===== src/rtl/core_seq_fsm_if.sv =====
// rtl/core_seq_fsm_if.sv - instruction/data memory handshake bundle for core_seq_fsm
//
// Signals (directions as seen by the core through the master modport):
//   imem_req_o     out  instruction fetch request
//   imem_rvalid_i  in   instruction data valid
//   dmem_req_o     out  data access request
//   dmem_we_o      out  data write (store) qualifier
//   dmem_rvalid_i  in   data access complete
interface core_seq_fsm_if;
    logic imem_req_o;
    logic imem_rvalid_i;
    logic dmem_req_o;
    logic dmem_we_o;
    logic dmem_rvalid_i;

    modport master (
        output imem_req_o,
        output dmem_req_o,
        output dmem_we_o,
        input  imem_rvalid_i,
        input  dmem_rvalid_i
    );

    modport slave (
        input  imem_req_o,
        input  dmem_req_o,
        input  dmem_we_o,
        output imem_rvalid_i,
        output dmem_rvalid_i
    );
endinterface


===== src/rtl/core_seq_fsm.sv =====
// rtl/core_seq_fsm.sv - multi-cycle instruction sequencer for the single-issue RV32 core
//
// Steps each instruction through FETCH, DECODE, EXEC, (MEM), WB and drives the
// PC/IR/register-file strobes plus a retired-instruction counter.
//
// Ports:
//   clk_i, rst_ni        clock, synchronous active-low reset
//   halt_i               halt request, honoured at instruction boundary
//   mem                  memory handshake bundle (core_seq_fsm_if.master)
//   rwr_en_i .. uje_i    decoder class flags and ALU branch result
//   ir_we_o, pc_we_o     IR load and PC update pulses
//   pc_sel_o             0 PC+4, 1 branch, 2 JAL, 3 JALR
//   rf_we_o, wb_sel_o    register write pulse, 0 ALU / 1 load / 2 PC+4
//   instret_o            retired-instruction count (wraps)
//   state_o              current state for debug
//   bus_err_o            sticky memory timeout flag
//
// Optional: define MEM_TIMEOUT_EN to bound memory waits to TIMEOUT_CYCLES.
module core_seq_fsm #(
    parameter int CNT_W          = 32,
    parameter int TIMEOUT_CYCLES = 255
) (
    input  logic             clk_i,
    input  logic             rst_ni,
    input  logic             halt_i,
    core_seq_fsm_if.master   mem,
    input  logic             rwr_en_i,
    input  logic             dr_en_i,
    input  logic             dwr_en_i,
    input  logic             sb_en_i,
    input  logic             br_taken_i,
    input  logic             jalre_i,
    input  logic             uje_i,
    output logic             ir_we_o,
    output logic             pc_we_o,
    output logic [1:0]       pc_sel_o,
    output logic             rf_we_o,
    output logic [1:0]       wb_sel_o,
    output logic [CNT_W-1:0] instret_o,
    output logic [2:0]       state_o,
    output logic             bus_err_o
);

    localparam logic [2:0] S_IDLE   = 3'd0;
    localparam logic [2:0] S_FETCH  = 3'd1;
    localparam logic [2:0] S_DECODE = 3'd2;
    localparam logic [2:0] S_EXEC   = 3'd3;
    localparam logic [2:0] S_MEM    = 3'd4;
    localparam logic [2:0] S_WB     = 3'd5;
    localparam logic [2:0] S_HALT   = 3'd6;
    localparam logic [2:0] S_ERR    = 3'd7;

    if (TIMEOUT_CYCLES < 1) begin : g_bad_timeout
        $error("TIMEOUT_CYCLES must be at least 1");
    end

    logic [2:0]       state_q, state_d;
    logic [CNT_W-1:0] instret_q, instret_d;
    logic             timeout;
    logic             imem_req, dmem_req, dmem_we;

`ifdef MEM_TIMEOUT_EN
    localparam int WC_W = $clog2(TIMEOUT_CYCLES + 1);
    localparam logic [WC_W-1:0] WAIT_LAST = WC_W'(TIMEOUT_CYCLES - 1);

    logic [WC_W-1:0] wait_cnt_q, wait_cnt_d;
    logic            bus_err_q, bus_err_d;

    // Fires on the last permitted wait cycle; a same-cycle rvalid takes
    // precedence in the FSM below, so the access still completes.
    assign timeout = (wait_cnt_q == WAIT_LAST);

    // Any state other than a stalled FETCH/MEM zeroes the counter, which
    // gives the clear-on-entry behaviour for both waiting states.
    always_comb begin
        wait_cnt_d = '0;
        if ((state_q == S_FETCH && !mem.imem_rvalid_i) ||
            (state_q == S_MEM && !mem.dmem_rvalid_i)) begin
            wait_cnt_d = wait_cnt_q + WC_W'(1);
        end
        bus_err_d = bus_err_q | (state_d == S_ERR);
    end

    always_ff @(posedge clk_i) begin
        if (!rst_ni) begin
            wait_cnt_q <= '0;
            bus_err_q  <= 1'b0;
        end else begin
            wait_cnt_q <= wait_cnt_d;
            bus_err_q  <= bus_err_d;
        end
    end

    assign bus_err_o = bus_err_q;
`else
    assign timeout   = 1'b0;
    assign bus_err_o = 1'b0;
`endif

    always_comb begin
        state_d   = state_q;
        instret_d = instret_q;
        imem_req  = 1'b0;
        dmem_req  = 1'b0;
        dmem_we   = 1'b0;
        ir_we_o   = 1'b0;
        pc_we_o   = 1'b0;
        rf_we_o   = 1'b0;
        pc_sel_o  = 2'd0;
        wb_sel_o  = 2'd0;
        case (state_q)
            S_IDLE: state_d = halt_i ? S_HALT : S_FETCH;
            S_FETCH: begin
                imem_req = 1'b1;
                if (mem.imem_rvalid_i) begin
                    ir_we_o = 1'b1;
                    state_d = S_DECODE;
                end else if (timeout) begin
                    state_d = S_ERR;
                end
            end
            S_DECODE: state_d = S_EXEC;
            S_EXEC:   state_d = (dr_en_i || dwr_en_i) ? S_MEM : S_WB;
            S_MEM: begin
                dmem_req = 1'b1;
                dmem_we  = dwr_en_i;
                if (mem.dmem_rvalid_i) begin
                    state_d = S_WB;
                end else if (timeout) begin
                    state_d = S_ERR;
                end
            end
            S_WB: begin
                rf_we_o = rwr_en_i;
                pc_we_o = 1'b1;
                if (dr_en_i) begin
                    wb_sel_o = 2'd1;
                end else if (jalre_i || uje_i) begin
                    wb_sel_o = 2'd2;
                end
                if (uje_i) begin
                    pc_sel_o = 2'd2;
                end else if (jalre_i) begin
                    pc_sel_o = 2'd3;
                end else if (sb_en_i && br_taken_i) begin
                    pc_sel_o = 2'd1;
                end
                instret_d = instret_q + CNT_W'(1);
                state_d   = halt_i ? S_HALT : S_FETCH;
            end
            S_HALT: if (!halt_i) state_d = S_FETCH;
            default: state_d = S_ERR;
        endcase
    end

    always_ff @(posedge clk_i) begin
        if (!rst_ni) begin
            state_q   <= S_IDLE;
            instret_q <= '0;
        end else begin
            state_q   <= state_d;
            instret_q <= instret_d;
        end
    end

    assign mem.imem_req_o = imem_req;
    assign mem.dmem_req_o = dmem_req;
    assign mem.dmem_we_o  = dmem_we;
    assign instret_o      = instret_q;
    assign state_o        = state_q;

endmodule


===== src/flat_wrapper.sv =====
// flat-port wrapper written by rule: the top's interface ports become plain ports
module core_seq_fsm_flat 
#(
    parameter int CNT_W          = 32,
    parameter int TIMEOUT_CYCLES = 255
)
  (clk_i, rst_ni, halt_i, rwr_en_i, dr_en_i, dwr_en_i, sb_en_i, br_taken_i, jalre_i, uje_i, ir_we_o, pc_we_o, pc_sel_o, rf_we_o, wb_sel_o, instret_o, state_o, bus_err_o, mem_imem_req_o, mem_dmem_req_o, mem_dmem_we_o, mem_imem_rvalid_i, mem_dmem_rvalid_i);
  core_seq_fsm_if mem_i ();
  input  logic clk_i;
  input  logic rst_ni;
  input  logic halt_i;
  input  logic rwr_en_i;
  input  logic dr_en_i;
  input  logic dwr_en_i;
  input  logic sb_en_i;
  input  logic br_taken_i;
  input  logic jalre_i;
  input  logic uje_i;
  output logic ir_we_o;
  output logic pc_we_o;
  output logic [1:0] pc_sel_o;
  output logic rf_we_o;
  output logic [1:0] wb_sel_o;
  output logic [CNT_W-1:0] instret_o;
  output logic [2:0] state_o;
  output logic bus_err_o;
  output wire logic [$bits(mem_i.imem_req_o)-1:0] mem_imem_req_o;
  output wire logic [$bits(mem_i.dmem_req_o)-1:0] mem_dmem_req_o;
  output wire logic [$bits(mem_i.dmem_we_o)-1:0] mem_dmem_we_o;
  input wire logic [$bits(mem_i.imem_rvalid_i)-1:0] mem_imem_rvalid_i;
  input wire logic [$bits(mem_i.dmem_rvalid_i)-1:0] mem_dmem_rvalid_i;
  assign mem_imem_req_o = mem_i.imem_req_o;
  assign mem_dmem_req_o = mem_i.dmem_req_o;
  assign mem_dmem_we_o = mem_i.dmem_we_o;
  assign mem_i.imem_rvalid_i = mem_imem_rvalid_i;
  assign mem_i.dmem_rvalid_i = mem_dmem_rvalid_i;
  core_seq_fsm #(.CNT_W(CNT_W), .TIMEOUT_CYCLES(TIMEOUT_CYCLES)) u_core (.clk_i(clk_i), .rst_ni(rst_ni), .halt_i(halt_i), .mem(mem_i), .rwr_en_i(rwr_en_i), .dr_en_i(dr_en_i), .dwr_en_i(dwr_en_i), .sb_en_i(sb_en_i), .br_taken_i(br_taken_i), .jalre_i(jalre_i), .uje_i(uje_i), .ir_we_o(ir_we_o), .pc_we_o(pc_we_o), .pc_sel_o(pc_sel_o), .rf_we_o(rf_we_o), .wb_sel_o(wb_sel_o), .instret_o(instret_o), .state_o(state_o), .bus_err_o(bus_err_o));
endmodule

===== config.mk =====
export PLATFORM = sky130hd
export DESIGN_NAME = core_seq_fsm_flat
export DESIGN_NICKNAME = d
export VERILOG_FILES = /design/src/rtl/core_seq_fsm_if.sv /design/src/rtl/core_seq_fsm.sv /design/src/flat_wrapper.sv
export SDC_FILE = /design/constraint.sdc
export NUM_CORES = 1
export LEC_CHECK = 0
export ABC_AREA = 0
export ABC_CLOCK_PERIOD_IN_PS = 4100
export BUFFER_PORTS_ARGS = -buffer_cell sky130_fd_sc_hd__buf_4
export CORE_UTILIZATION = 50
export DETAILED_ROUTE_END_ITERATION = 10
export PLACE_DENSITY = 0.79
export SYNTH_ARGS = -nofsm -noshare
export SYNTH_HDL_FRONTEND = slang
export SYNTH_SLANG_ARGS = --single-unit
export TNS_END_PERCENT = 10

===== constraint.sdc =====
create_clock -name clk_i -period 4.1 [get_ports clk_i]
set_input_delay 0.82 -clock clk_i [delete_from_list [all_inputs] [get_ports clk_i]]
set_output_delay 0.82 -clock clk_i [all_outputs]
set_load 0.02 [all_outputs]

==> summary.md <==
| Metric | Value |
|---|---|
| Run status | `complete, no violations` |
| Non-Filler Instances | `317` |
| TritonCTS buffer count | `5` |
| Reg-to-Reg Start | `u_core.state_o[0]` |
| Pwr Density | `338 mW/mm²` |
| Synth Area in Simple Gates | `31.1%` |
| Drt pass-1 iters | `5` |
| Total Wirelength | `3.83 mm` |
| Root Buffer | `clkbuf_4` |
| Post-synthesis mux area share | `1.11%` |
| Max stage delay cell, worst path | `or4_1` |
| Initial DRC count | `118` |
| Num ports | `58` |
| Final hold vios | `0` |
| Clock skew | `0.0142 ns` |
| Synth area leader | `dfxtp_1` |
| Maxcap violations | `0` |
| Vias in the first global route | `1451` |
| Dpl hpwl | `2.70 mm` |
| Die Ht | `62.1 µm` |
| Most common cell after layout, fill and taps aside | `buf_4` |
| Worst-path maximum fanout | `19` |
| Clk slew on worst S/H paths | `0.11 ns` |
| CTS sink count | `35` |
| Combinational share of power | `25.1%` |
| Layout net count | `283` |
| Leakage | `0.870 nW` |
| DRC | `0` |
| P_int | `512 µW` |
| Xor and xnor fraction of the mapped netlist area | `4.36%` |
| Worst Setup SP | `u_core.state_o[0]` |
| Min Tclk post-route | `2.49 ns` |
| Tot Pwr | `765 µW` |
| Synth warnings | `0` |
| Most frequent cells in the layout | `56 x buf_4, 35 x dfxtp_1, 22 x a21oi_1` |
| CP Capture Type | `register` |
| Die Area | `0.00386 mm²` |
| Post-cts sizing count | `0` |
| Post-synth top flop | `dfxtp_1` |
| Pin count of the biggest net entering global routing | `32` |
| Seq pwr share | `51.8%` |
| Clock network power share | `23.1%` |
| Hold WC Path Type | `reg -> reg` |
| Crit start category | `register` |
| H-Tree Level Count | `2` |
| Post-CTS Setup Bufs | `0` |
| EDFF count, synth | `0` |
| Post-synthesis area per instance | `8.18 µm²` |
| CTS max path bufs | `2` |
| Post-layout instance area | `0.00226 mm²` |
| Hold Path Origin | `u_core.instret_o[31]` |
| Ant diodes | `0` |
| Inst Count DP | `309` |
| Row count | `21` |
| Clock Latency Late Sink | `0.34 ns` |
| Filler cell count | `289` |
| Post-Syn Nets | `234` |
| Critical path's most frequent cell | `or4_1` |
| Synthesized cell area | `0.00181 mm²` |
| RSZ-0062 raised after global routing | `false` |
| Cells after Synth | `221` |
| Slew headroom | `37.9%` |
| Max Slew Vio Count | `0` |
| Yosys reg bits | `35` |
| Critical path class | `reg -> reg` |
| Register area share after synthesis | `38.8%` |
| Total vias in the final route | `1729` |
| Switch Pwr | `253 µW` |
| Worst VDD drop | `193 µV` |
| Placer Congestion | `0.851` |
| Utilization after layout | `66.7%` |
| Port bufs | `56` |
| Final setup fails | `0` |
| Period utilization | `60.8%` |
| Top cells by area, synth | `dfxtp_1 39%, or4_1 6.6%, a21oi_1 6.1%` |
| Remaining global-route overflow | `0` |
| Crit path cell chain | `nand3b_4 -> or4_1 -> or4_1 -> a21oi_1` |
| Worst Slack Setup Final | `1.61 ns` |
| Synth cell types | `39` |
| Req. time, crit path | `4.35 ns` |
| Actual slew at the worst max-slew pin | `0.931 ns` |
| Gr usage total | `20.4%` |
| CTS tree | `done` |
| Initial Utilization | `53.3%` |
| Adder-cell share of the synthesized area | `0.693%` |
| Largest family of logic cells by synthesized area | `simple AND/OR/NAND/NOR gates` |
| Detail Route Antenna Nets | `0` |
| Post-synth top area share | `38.8%` |
| Layout cells sized above 1 | `25.1%` |
| Area Overhead vs Synth | `25.1%` |
| Synth Area in Compound Gates | `16.7%` |
| Routed vias/inst | `5.45` |
| Die W | `62.1 µm` |
| Initial antenna violation count | `0` |
| Delay of the slowest cell on the worst path | `0.85 ns` |
| WL per Instance | `12.1 µm` |
| Pre-CTS setup slack | `1.65 ns` |
| Worst EP arrival | `2.74 ns` |
| Async set or reset register ratio after synthesis | `0%` |
| Placed Area | `0.00221 mm²` |
| Maximum clock rate | `0.401 GHz` |
| Setup tns final | `0 ns` |
| Tightest hold margin | `0.482 ns` |
| Sw Share | `33.0%` |
| First-pass GRT wire length | `6.36 mm` |
| Core ar. | `0.00339 mm²` |
| # hold bufs at CTS | `0` |
area by class of cell:
type / instances / area [µm²] / area share (%)
clock buffers: 7 / 45.0 / 1.99
clock inverters: 1 / 5.00 / 0.221
inverters: 14 / 52.6 / 2.33
multi-input cells: 158 / 978 / 43.3
flip-flops and latches: 35 / 701 / 31.0
well taps: 46 / 57.6 / 2.55
repair buffers: 56 / 420 / 18.6
routing by layer:
layer	vias to the layer above	GRT usage [%]	part of all wire [%]
li1	899	-	-
met1	786	26.2	47
met2	42	32.1	47
met3	2	6.62	5.3
met4	0	6.98	0.63
met5	-	0	0
sequential cells by signal, indices dropped and copies added, names as in the netlist:
register	cells
u_core.instret_o	32
u_core.state_o	3
cells by family (layout without fill, tap and decap cells):
group	Yosys count	after routing
adders and majority gates	1	1
DFF	35	35
buffers and inverters	28	78
and+or+nand+nor	94	94
xor gates and xnor gates	9	9
other	1	1
AOI/OAI and AO/OA	51	51
muxes	2	2
worst max-delay path: cells and delay by family, from the launching register on:
family / cells / cell delay, ns
simple gates: 3 / 1.62
compound gates: 1 / 0.17
flops: 1 / 0.60
power groups by stage:
stage | Clock (mW) | Combinational, mW | Sequential [mW]
detailed placement | 0 | 0.193 | 0.405
global route | 0.196 | 0.206 | 0.401
finish | 0.176 | 0.192 | 0.396
floorplan | 0 | 0.154 | 0.388
global placement | 0 | 0.191 | 0.405
CTS | 0.182 | 0.193 | 0.397
cell usage after synthesis (all sizes together) (2+ instances only):
cell type and instances:
nor4 3, and3 2, nor3 5, or2 2, mux2i 2, nand3 6
nand2b 5, or3 9, xnor2 6, nand2 14, buf 8, and2 4
inv 14, o21ai 11, a21oi 22, nor2 16, o31ai 12, clkbuf 6
xor2 3, or4 16, dfxtp 35, nand4 8
path summary, 6_finish.rpt:
kind,slack [ns],endpoint,cells past startpoint
max,1.61,u_core.instret_o[27],4
min,0.48,u_core.instret_o[31],2
max reg2reg,1.61,u_core.instret_o[27],4
min reg2reg,0.48,u_core.instret_o[31],2
Power figures use the tool's default switching activity.
